<file path="config.mk">
export PLATFORM = sky130hd
export DESIGN_NAME = program_feeder
export DESIGN_NICKNAME = d
export VERILOG_FILES = /design/src/rtl/program_feeder_pkg.sv /design/src/rtl/program_feeder_mem.sv /design/src/rtl/program_feeder.sv
export SDC_FILE = /design/constraint.sdc
export NUM_CORES = 1
export LEC_CHECK = 0
export ABC_AREA = 1
export CAP_MARGIN = 10
export CELL_PAD_IN_SITES_DETAIL_PLACEMENT = 1
export CELL_PAD_IN_SITES_GLOBAL_PLACEMENT = 2
export CORE_ASPECT_RATIO = 1.1
export CORE_MARGIN = 3
export CORE_UTILIZATION = 34
export DETAILED_ROUTE_END_ITERATION = 8
export GPL_TIMING_DRIVEN = 1
export MAX_ROUTING_LAYER = met4
export PLACE_DENSITY_LB_ADDON = 0.1
export RECOVER_POWER = 100
export SYNTH_ARGS = -nofsm -noshare
export SYNTH_HDL_FRONTEND = slang
export SYNTH_SLANG_ARGS = --single-unit
</file>
<file path="constraint.sdc">
create_clock -name clk -period 1.85 [get_ports clk]
set_input_delay 0.37 -clock clk [delete_from_list [all_inputs] [get_ports clk]]
set_output_delay 0.37 -clock clk [all_outputs]
set_load 0.1 [all_outputs]
</file>
<file path="src/rtl/program_feeder_pkg.sv">
// Shared definitions for the program feeder: controller states, the bit
// positions of the CPU input bus and the instruction word layout.
package program_feeder_pkg;

  // Controller states
  typedef enum logic [2:0] {
    ST_LOAD      = 3'd0,
    ST_RESET_CPU = 3'd1,
    ST_RUN_SETUP = 3'd2,
    ST_RUN_EDGE  = 3'd3,
    ST_DONE      = 3'd4
  } feeder_state_e;

  // Instruction word fields: {reg1Addr, reg0Addr, opcode}
  localparam int OPC_W   = 2;
  localparam int REG_W   = 2;
  localparam int INSTR_W = OPC_W + 2 * REG_W;

  typedef logic [INSTR_W-1:0] instr_t;

  // cpu_in bit positions; the instruction word lands unchanged on [7:2]
  localparam int CPU_CLK_BIT = 0;
  localparam int CPU_RST_BIT = 1;
  localparam int INSTR_LSB   = 2;
  localparam int OPC_LSB     = INSTR_LSB;
  localparam int REG0_LSB    = OPC_LSB + OPC_W;
  localparam int REG1_LSB    = REG0_LSB + REG_W;
  localparam int CPU_IN_W    = INSTR_LSB + INSTR_W;

  // Step counter increment that sticks at its maximum instead of wrapping
  function automatic logic [7:0] sat_inc8(input logic [7:0] v);
    return (v == 8'hFF) ? v : v + 8'd1;
  endfunction

endpackage

</file>
<file path="src/rtl/program_feeder_mem.sv">
// feeder_mem: DEPTH x 6 program store, one synchronous write port and one
// asynchronous read port. Contents are deliberately not reset.
module feeder_mem
  import program_feeder_pkg::*;
#(
  parameter int DEPTH = 16,
  parameter int AW    = 4
) (
  input  logic          clk_i,
  input  logic          we_i,
  input  logic [AW-1:0] waddr_i,
  input  instr_t        wdata_i,
  input  logic [AW-1:0] raddr_i,
  output instr_t        rdata_o
);

  instr_t mem_q [DEPTH];

  // Write one instruction word per accepted load
  always_ff @(posedge clk_i) begin
    if (we_i) begin
      mem_q[waddr_i] <= wdata_i;
    end
  end

  assign rdata_o = mem_q[raddr_i];

endmodule

</file>
<file path="src/rtl/program_feeder.sv">
// program_feeder: collects a short program from a writer, then single-steps
// an external CPU through it by driving the CPU clock, reset and instruction
// fields, using the CPU's reported pc to pick each instruction.
// Optional feature macro: FEEDER_STALL_DETECT_EN -- also ends a run when the
// CPU pc stays unchanged over 4 consecutive fetches.
module program_feeder
  import program_feeder_pkg::*;
#(
  parameter int DEPTH     = 16,
  parameter int MAX_STEPS = 255
) (
  input  logic       clk,
  input  logic       rst,
  input  logic       load_valid,
  input  logic [5:0] load_data,
  output logic       load_ready,
  input  logic       run,
  input  logic [7:0] cpu_out,
  output logic [7:0] cpu_in,
  output logic       busy,
  output logic       done,
  output logic [7:0] steps
);

  localparam int            AW          = $clog2(DEPTH);
  localparam int            PW          = AW + 1;
  localparam logic [PW-1:0] FULL_PTR    = PW'(DEPTH);
  localparam logic [7:0]    MAX_STEPS_L = 8'(MAX_STEPS);

  feeder_state_e state_q, state_d;
  logic [PW-1:0] wr_ptr_q, wr_ptr_d;
  logic [7:0]    steps_q, steps_d;
  logic [1:0]    ph_q, ph_d;
  instr_t        instr_q, instr_d;

  logic          load_accept;
  instr_t        mem_rdata;
  logic [8:0]    prog_len9;
  logic          pc_in_prog;
  logic [7:0]    steps_inc;

`ifdef FEEDER_STALL_DETECT_EN
  logic [7:0]    prev_pc_q, prev_pc_d;
  logic          prev_vld_q, prev_vld_d;
  logic [2:0]    eq_cnt_q, eq_cnt_d;
  logic [2:0]    eq_cnt_nx;
`endif

  // Program store: written at wr_ptr while loading, read at the CPU pc
  feeder_mem #(
    .DEPTH (DEPTH),
    .AW    (AW)
  ) u_mem (
    .clk_i   (clk),
    .we_i    (load_accept),
    .waddr_i (wr_ptr_q[AW-1:0]),
    .wdata_i (load_data),
    .raddr_i (cpu_out[AW-1:0]),
    .rdata_o (mem_rdata)
  );

  assign load_ready  = (state_q == ST_LOAD) && (wr_ptr_q != FULL_PTR);
  assign load_accept = load_ready && load_valid;
  // wr_ptr doubles as the program length; widen so the full 8-bit pc compares
  assign prog_len9   = 9'(wr_ptr_q);
  assign pc_in_prog  = ({1'b0, cpu_out} < prog_len9);
  assign steps_inc   = sat_inc8(steps_q);
  assign steps       = steps_q;

  // Next-state and output decode for the load / reset / step sequencer
  always_comb begin
    state_d  = state_q;
    wr_ptr_d = wr_ptr_q;
    steps_d  = steps_q;
    ph_d     = ph_q;
    instr_d  = instr_q;
    cpu_in   = '0;
    busy     = 1'b0;
    done     = 1'b0;
`ifdef FEEDER_STALL_DETECT_EN
    prev_pc_d  = prev_pc_q;
    prev_vld_d = prev_vld_q;
    eq_cnt_d   = eq_cnt_q;
    eq_cnt_nx  = '0;
`endif

    case (state_q)
      ST_LOAD: begin
        if (load_accept) begin
          wr_ptr_d = wr_ptr_q + PW'(1);
        end
        // A word offered together with run is part of the program
        if (run && ((wr_ptr_q != '0) || load_accept)) begin
          state_d = ST_RESET_CPU;
          steps_d = '0;
          ph_d    = '0;
        end
      end

      ST_RESET_CPU: begin
        // Two CPU clock pulses with CPU reset held high
        busy                = 1'b1;
        cpu_in[CPU_RST_BIT] = 1'b1;
        cpu_in[CPU_CLK_BIT] = ph_q[0];
        ph_d                = ph_q + 2'd1;
`ifdef FEEDER_STALL_DETECT_EN
        prev_vld_d = 1'b0;
        eq_cnt_d   = '0;
`endif
        if (ph_q == 2'd3) begin
          state_d = ST_RUN_SETUP;
        end
      end

      ST_RUN_SETUP: begin
        busy = 1'b1;
        if (!pc_in_prog) begin
          // pc ran past the loaded program: stop without another pulse
          state_d = ST_DONE;
        end else begin
          cpu_in[INSTR_LSB +: INSTR_W] = mem_rdata;
          instr_d                      = mem_rdata;
          state_d                      = ST_RUN_EDGE;
`ifdef FEEDER_STALL_DETECT_EN
          eq_cnt_nx  = (prev_vld_q && (cpu_out == prev_pc_q)) ? eq_cnt_q + 3'd1 : 3'd0;
          eq_cnt_d   = eq_cnt_nx;
          prev_pc_d  = cpu_out;
          prev_vld_d = 1'b1;
          if (eq_cnt_nx == 3'd4) begin
            state_d = ST_DONE;
          end
`endif
        end
      end

      ST_RUN_EDGE: begin
        busy                         = 1'b1;
        cpu_in[CPU_CLK_BIT]          = 1'b1;
        cpu_in[INSTR_LSB +: INSTR_W] = instr_q;
        steps_d                      = steps_inc;
        state_d                      = (steps_inc >= MAX_STEPS_L) ? ST_DONE : ST_RUN_SETUP;
      end

      ST_DONE: begin
        done = 1'b1;
        // Replay the same program from a fresh CPU reset
        if (run) begin
          state_d = ST_RESET_CPU;
          steps_d = '0;
          ph_d    = '0;
        end
      end

      default: begin
        state_d = ST_LOAD;
      end
    endcase
  end

  // Control state registers with synchronous active-low reset
  always_ff @(posedge clk) begin
    if (!rst) begin
      state_q  <= ST_LOAD;
      wr_ptr_q <= '0;
      steps_q  <= '0;
      ph_q     <= '0;
`ifdef FEEDER_STALL_DETECT_EN
      prev_pc_q  <= '0;
      prev_vld_q <= 1'b0;
      eq_cnt_q   <= '0;
`endif
    end else begin
      state_q  <= state_d;
      wr_ptr_q <= wr_ptr_d;
      steps_q  <= steps_d;
      ph_q     <= ph_d;
`ifdef FEEDER_STALL_DETECT_EN
      prev_pc_q  <= prev_pc_d;
      prev_vld_q <= prev_vld_d;
      eq_cnt_q   <= eq_cnt_d;
`endif
    end
  end

  // Instruction held from fetch to pulse; pure data, no reset needed
  always_ff @(posedge clk) begin
    instr_q <= instr_d;
  end

endmodule

</file>
==> impl_metrics.py, run 1 <==
metrics = {
    "worst_setup_path": {
        "cp_max_fo": 7,
        "critPathKind": "reg -> out",
        "required_ps": 1480,
        "worstPathArrival_ps": 1950,
        "cp-start-kind": "flop",
        "cp-end-kind": "output pin",
    },
    "floorplan": {
        "die_h_um": 138.0,
        "row_count": 47,
        "ios": 37,
        "start_util_pct": 35.20,
        "die_w_um": 126.0,
        "die_area_um2": 17380,
        "core_area_um2": 15290,
    },
    "logic_synthesis": {
        "ys_seq_area_share_pct": 63.60,
        "syn_nets": 565,
        "syn-cell-area_um2": 5383,
        "synthDistinctLibCells": 34,
        "ys_ff_latch": 120,
        "netlist_instances": 537,
        "syn_area_per_cell_um2": 10.02,
        "yosysWarnings": 0,
    },
    "sta": {
        "worst_slack_ps": -467.8,
        "fin_crit_sh_pct": 125.3,
        "rsz0062_at_grt": "yes",
        "setup_violations": 7,
        "report.final.slew_viol_count": 0,
        "finalCriticalPeriod_ps": 2318,
        "hold_viol": 0,
        "fin_worst_skew_ps": 8.596,
        "fmax_mhz": 431.4,
        "tightestPinTransition_ps": 958.6,
        "max-slew-margin-rel_pct": 36.09,
    },
    "finish": {
        "nFillCells": 1673,
        "stdcell_count": 837,
        "antenna_cells": 0,
        "syn2layout_area_growth_pct": 37.89,
        "nets": 657,
        "drive_gt1_share_pct": 27.46,
    },
    "place": {
        "hpwl_mm": 10.98,
        "numPortBuffers": 36,
        "place_congestion": 0.8519,
        "placed_cells": 800,
    },
    "route": {
        "routed_via_density": 4.930,
        "drtAntennaViolNets": 0,
        "via_count": 4126,
        "firstDrtPassIters": 5,
        "route.detailed.wl_per_inst_um": 18.27,
        "totalWireLength_mm": 15.30,
        "drc_errors": 0,
        "drt_iter0_markers": 212,
    },
    "grt": {
        "antenna_found_initial": 0,
        "grt_pass1_wl_mm": 23.97,
        "grt_max_degree": 25,
        "first_global_vias": 4396,
        "track_usage_pct": 18.84,
        "grt_overflow": 0,
    },
    "flow_run": {
        "cap_violations": 0,
    },
    "clock_network": {
        "htree_levels": 4,
        "postCtsHoldBufs": 0,
        "ctsLongestPathBuffers": 2,
        "root_buffer": "clkbuf_16",
        "clk_latency_ps": 410,
        "cts_sinks": 120,
        "cts_tree": "done",
        "cts_buffers": 17,
        "clk_pin_slew_ps": 50,
    },
    "outcome": {
        "violations": "setup timing",
        "status": "complete, but fails checks",
    },
    "hold_path": {
        "hold_path_class": "reg -> reg",
    },
    "pwr": {
        "power_density_nw_per_um2": 1092,
        "power_leakage_nw": 2.786,
        "power_mw": 8.103,
        "peakVddDrop_mv": 0.5515,
    },
}
==> metal layers <==
| layer | vias to the layer above | global-route usage, % | wire (um) |
|---|---|---|---|
| met5 | - | - | 0 |
| met4 | 0 | 6.257 | 235 |
| met3 | 19 | 3.236 | 406 |
| met2 | 54 | 30.66 | 7601 |
| met1 | 2029 | 24.21 | 7052 |
| li1 | 2024 | - | - |
==> stage by stage <==
stage          setup WS [ps]  setup TNS, ps  area, um^2  hold WS (ps)  util, %
3_3_place_gp          -736.9         -14440        6804         454.4    44.50
4_1_cts               -513.7          -3103        7457         485.6    48.77
2_1_floorplan         -250.3          -1662        5690         443.7        -
5_1_grt               -565.5          -3450        7422         522.0    48.54
6_report              -467.8          -2770        7422         482.3    48.54
3_5_place_dp          -791.9         -14450        6804         478.8    44.50
==> final timing paths <==
path                                               start  cells after the start  slack, ps                      end
worst max register to register  wr_ptr_q[4]$_SDFFE_PN0P_                     11         50  state_q[1]$_SDFFE_PN0P_
worst max-delay path            wr_ptr_q[4]$_SDFFE_PN0P_                      8       -470                cpu_in[6]
worst min register to register      ph_q[1]$_SDFFE_PN0P_                      2        480     ph_q[1]$_SDFFE_PN0P_
worst min-delay path                ph_q[1]$_SDFFE_PN0P_                      2        480     ph_q[1]$_SDFFE_PN0P_
==> cell usage in the layout (no fill, tap or decap), drive strengths merged, types with 3 or more instances in the layout <==
| cell type | n |
|---|---|
| ha | 10 |
| dfxtp | 18 |
| o21ai | 18 |
| o221ai | 3 |
| nor2 | 42 |
| nand2 | 168 |
| inv | 39 |
| clkinv | 10 |
| edfxtp | 102 |
| buf | 67 |
| clkdlybuf4s50 | 6 |
| dlygate4sd2 | 4 |
| a21oi | 16 |
| dlygate4sd3 | 6 |
| clkbuf | 27 |
| nand3 | 88 |
==> Yosys cell counts <==
cell | number | area (um^2)
nand4_1 | 2 | 12.51
nand3_2 | 2 | 20.02
nand2_2 | 2 | 12.51
nor3_1 | 2 | 10.01
a31oi_4 | 1 | 21.27
nor2_2 | 2 | 12.51
nor2_4 | 2 | 22.52
a21oi_1 | 16 | 80.08
a211oi_1 | 1 | 7.510
ha_1 | 10 | 125.1
inv_1 | 26 | 97.59
o221ai_1 | 3 | 26.28
buf_4 | 5 | 37.54
nand3_1 | 86 | 430.4
nand2_1 | 164 | 615.6
edfxtp_1 | 102 | 3063
nor4_1 | 1 | 6.260
inv_2 | 12 | 45.04
a31oi_1 | 1 | 6.260
nor3b_2 | 1 | 12.51
o21ai_0 | 8 | 40.04
o211ai_1 | 1 | 7.510
o21ai_1 | 10 | 50.05
dfxtp_1 | 18 | 360.4
nand2_4 | 2 | 22.52
buf_2 | 4 | 20.02
inv_4 | 1 | 6.260
buf_1 | 2 | 7.510
or2_1 | 1 | 6.260
o211a_1 | 1 | 10.01
xnor2_1 | 1 | 8.760
nor2_1 | 38 | 142.6
o22ai_1 | 1 | 6.260
clkbuf_1 | 8 | 30.03
==> final cells by class <==
type                            count  area [um^2]  share of cell area [%]
Sequential cell                   120         3437                   46.31
Multi-Input combinational cell    359         2061                   27.76
Timing Repair Buffer               92        954.7                   12.86
Clock buffer                       18        429.2                   5.782
Tap cell                          196        245.2                   3.304
Inverter                           39        163.9                   2.208
Clock inverter                     13        131.4                   1.770
==> flip-flops by register name, indices dropped and copies added, names as in the netlist <==
register     count
u_mem.mem_q     96
state_q          3
steps            8
wr_ptr_q         5
ph_q             2
instr_q          6
==> cell families after synthesis <==
group                    after synthesis  synth area share, %
flip-flops                           120                63.60
AO/OA/AOI/OAI                         43                4.742
buffers and inverters                 58                4.533
AND/OR/NAND/NOR                      305                24.64
adder cells (fa/ha/maj)               10                2.325
XOR/XNOR                               1               0.1627
==> critical path, cell delays in order (launching register included) <==
cell	delay, ps
dfxtp_2	350
inv_4	50
ha_4	160
nor4_4	300
nand3_4	250
inv_4	130
nand2_4	70
nand2_8	60
buf_12	170
==> power by group <==
| part | total (mW) | switching (mW) | internal [mW] |
|---|---|---|---|
| registers | 3.12 | 0.0460 | 3.07 |
| logic | 1.83 | 1.17 | 0.663 |
| clock network | 3.15 | 1.19 | 1.96 |
| total | 8.10 | 2.40 | 5.70 |
==> repair_timing <==
action,4_1_cts,5_1_grt
buffers inserted,5,3
pin swaps,13,9
gates resized for setup,21,12
setup endpoints to repair,95,67
hold endpoints to repair,0,0
Note: power is estimated with default switching activity, not from simulation.
==> inputs of run 2 (changes only) <==
- CTS_CLUSTER_SIZE: not set -> 14
- SLEW_MARGIN: not set -> 15
==> results of run 2 <==
Same layout as run 1: the final DEF is identical, and so are final timing and power.
==> inputs of run 3 (changes only) <==
- CAP_MARGIN: 10 -> 5
- REMOVE_ABC_BUFFERS: not set -> 1
==> impl_metrics.py, run 3 (synthesis gave the netlist of run 1 again) <==
metrics = {
    "hold_path": {
        "hold_path_class": "reg -> reg",
        "min-delay-start": "ph_q[1]$_SDFFE_PN0P_",
        "min_to": "ph_q[1]$_SDFFE_PN0P_",
        "hold_depth": 2,
    },
    "route": {
        "totalWireLength_mm": 15.21,
        "firstDrtPassIters": 4,
        "route.detailed.wl_per_inst_um": 17.96,
        "via_count": 4165,
        "drt_iter0_markers": 184,
        "drtAntennaViolNets": 0,
        "drc_errors": 0,
        "routed_via_density": 4.917,
    },
    "worst_setup_path": {
        "cp-start-kind": "input pin",
        "cpPeakStageDelay_ps": 410,
        "cp-end-kind": "output pin",
        "r2r_end": "u_mem.mem_q[11][5]$_DFFE_PP_",
        "cp_max_fo": 7,
        "cp_common_cell": "nand2_2",
        "regToRegSetupSlack_ps": -140,
        "path_buf_inv": 4,
        "r2r_cells": 11,
        "r2r-start": "wr_ptr_q[1]$_SDFFE_PN0P_",
        "crit_chain": "clkdlybuf4s50_1, ha_2, nor4_4, buf_4, nand3_4, inv_2, nand2_2, nand2_2, buf_12",
        "critPathKind": "in -> out",
        "critPathTopFamily": "buffers and inverters",
        "cpMaxStageDelayCell": "clkdlybuf4s50_1",
        "worstPathArrival_ps": 1910,
        "required_ps": 1480,
    },
    "grt": {
        "first_global_vias": 4276,
        "grt_overflow": 0,
        "grt_pass1_wl_mm": 23.92,
        "antenna_found_initial": 0,
        "track_usage_pct": 18.64,
        "grt_max_degree": 33,
    },
    "finish": {
        "final_area_um2": 7337,
        "post-route-util_pct": 47.99,
        "drive_gt1_share_pct": 26.57,
        "nFillCells": 1682,
        "final_common_cell": "nand2_1",
        "final_cell_mix": "nand2_1, edfxtp_1, nand3_1, buf_4, nor2_1",
        "nets": 668,
        "antenna_cells": 0,
        "regMostFlops": "u_mem.mem_q",
        "syn2layout_area_growth_pct": 36.31,
        "largest_reg_flops": 96,
    },
    "sta": {
        "worst_slack_ps": -431.2,
        "rsz0062_at_grt": "yes",
        "finalCriticalPeriod_ps": 2281,
        "fmax_mhz": 438.4,
        "fin_worst_skew_ps": 6.204,
        "max-slew-margin-rel_pct": 36.98,
        "fin_crit_sh_pct": 123.3,
        "tightestPinTransition_ps": 945.2,
        "hold_viol": 0,
        "setup_violations": 97,
        "report.final.slew_viol_count": 0,
    },
    "place": {
        "numPortBuffers": 36,
        "hpwl_mm": 10.47,
        "placement.cell_area_um2": 6599,
        "place_congestion": 0.7858,
    },
    "pwr": {
        "power_density_nw_per_um2": 1132,
        "p_comb_share_pct": 21.9,
        "p_int_mw": 5.984,
        "power_frac_clock_pct": 40.5,
        "peakVddDrop_mv": 0.6601,
        "switching_share_pct": 27.95,
        "switchingPower_mw": 2.322,
        "pwr-share-seq_pct": 37.6,
        "power_leakage_nw": 2.832,
    },
    "clock_network": {
        "htree_levels": 4,
        "cts_sinks": 120,
        "clk_pin_slew_ps": 60,
        "cts_tree": "done",
        "cts_buffers": 17,
        "clk_latency_ps": 410,
        "ctsLongestPathBuffers": 2,
        "root_buffer": "clkbuf_16",
    },
    "floorplan": {
        "start_util_pct": 35.20,
        "die_area_um2": 17380,
        "die_h_um": 138.0,
        "ios": 37,
        "die_w_um": 126.0,
        "row_count": 47,
        "core_area_um2": 15290,
    },
    "flow_run": {
        "cap_violations": 0,
    },
    "outcome": {
        "violations": "setup timing",
        "status": "complete, but fails checks",
    },
}
## run 3: cell count changes in the layout (fill, tap and decap cells not counted), moves of 4 or more
cell	change
nor2_2	+5
o21ai_2	+5
nor2_4	-13
dfxtp_1	+4
nor2_1	+8
inv_4	-4
buf_4	+8
o21ai_4	-5
## run 3: area by class of cell
class | instances | area [um^2] | area share (%)
clock buffer | 20 | 436.7 | 5.952
clock inverter | 10 | 153.9 | 2.098
inverter | 39 | 148.9 | 2.029
multi-input combinational | 359 | 1919 | 26.16
sequential | 120 | 3430 | 46.74
tap | 196 | 245.2 | 3.342
timing repair buffer | 103 | 1003 | 13.68
## run 3: how the worst max path moves through the flow
stage	start	endpoint	slack (ps)	depth (start not counted)
floorplan	wr_ptr_q[3]$_SDFFE_PN0P_	cpu_in[2]	-1050	7
global placement	cpu_out[2]	cpu_in[4]	-750	10
detailed placement	cpu_out[2]	cpu_in[5]	-800	10
CTS	wr_ptr_q[1]$_SDFFE_PN0P_	cpu_in[6]	-530	12
global route	wr_ptr_q[1]$_SDFFE_PN0P_	cpu_in[6]	-570	12
finish	cpu_out[4]	cpu_in[6]	-430	9
## run 3: worst min-delay path: stages (launching register included)
cell and delay [ps]:
dfxtp_1 320, nand2_1 70, a21oi_1 50
## run 3: stage by stage
step	setup TNS [ps]	instances	setup slack [ps]	hold slack, ps	power (mW)
3_3_place_gp	-11430	811	-748.2	454.6	4.778
4_1_cts	-3297	844	-534.3	497.5	8.301
6_report	-12320	847	-431.2	486.9	8.306
2_1_floorplan	-38290	518	-1054	443.7	4.043
3_5_place_dp	-12580	811	-795.8	490.9	4.810
5_1_grt	-26530	847	-566.6	535.4	8.657
## run 3: repair_timing
action,CTS,global route
setup endpoints to repair,95,108
buffers inserted,3,3
hold buffers,0,0
pin swaps,9,13
resized for setup,34,34
## run 3: per-layer routing
layer	part of all wire, %	up-vias	GRT usage [%]
met2	49	56	29.21
met5	0	-	-
met3	2.8	14	3.274
li1	-	2038	-
met4	1.2	0	6.555
met1	47	2057	24.67
## run 3: power groups by stage
stage          Clock (mW)  Combinational, mW  Sequential (mW)
2_1_floorplan           0              0.866             3.18
3_3_place_gp            0               1.61             3.16
3_5_place_dp            0               1.64             3.17
5_1_grt              3.55               1.98             3.13
6_report             3.36               1.82             3.12
4_1_cts              3.43               1.76             3.12
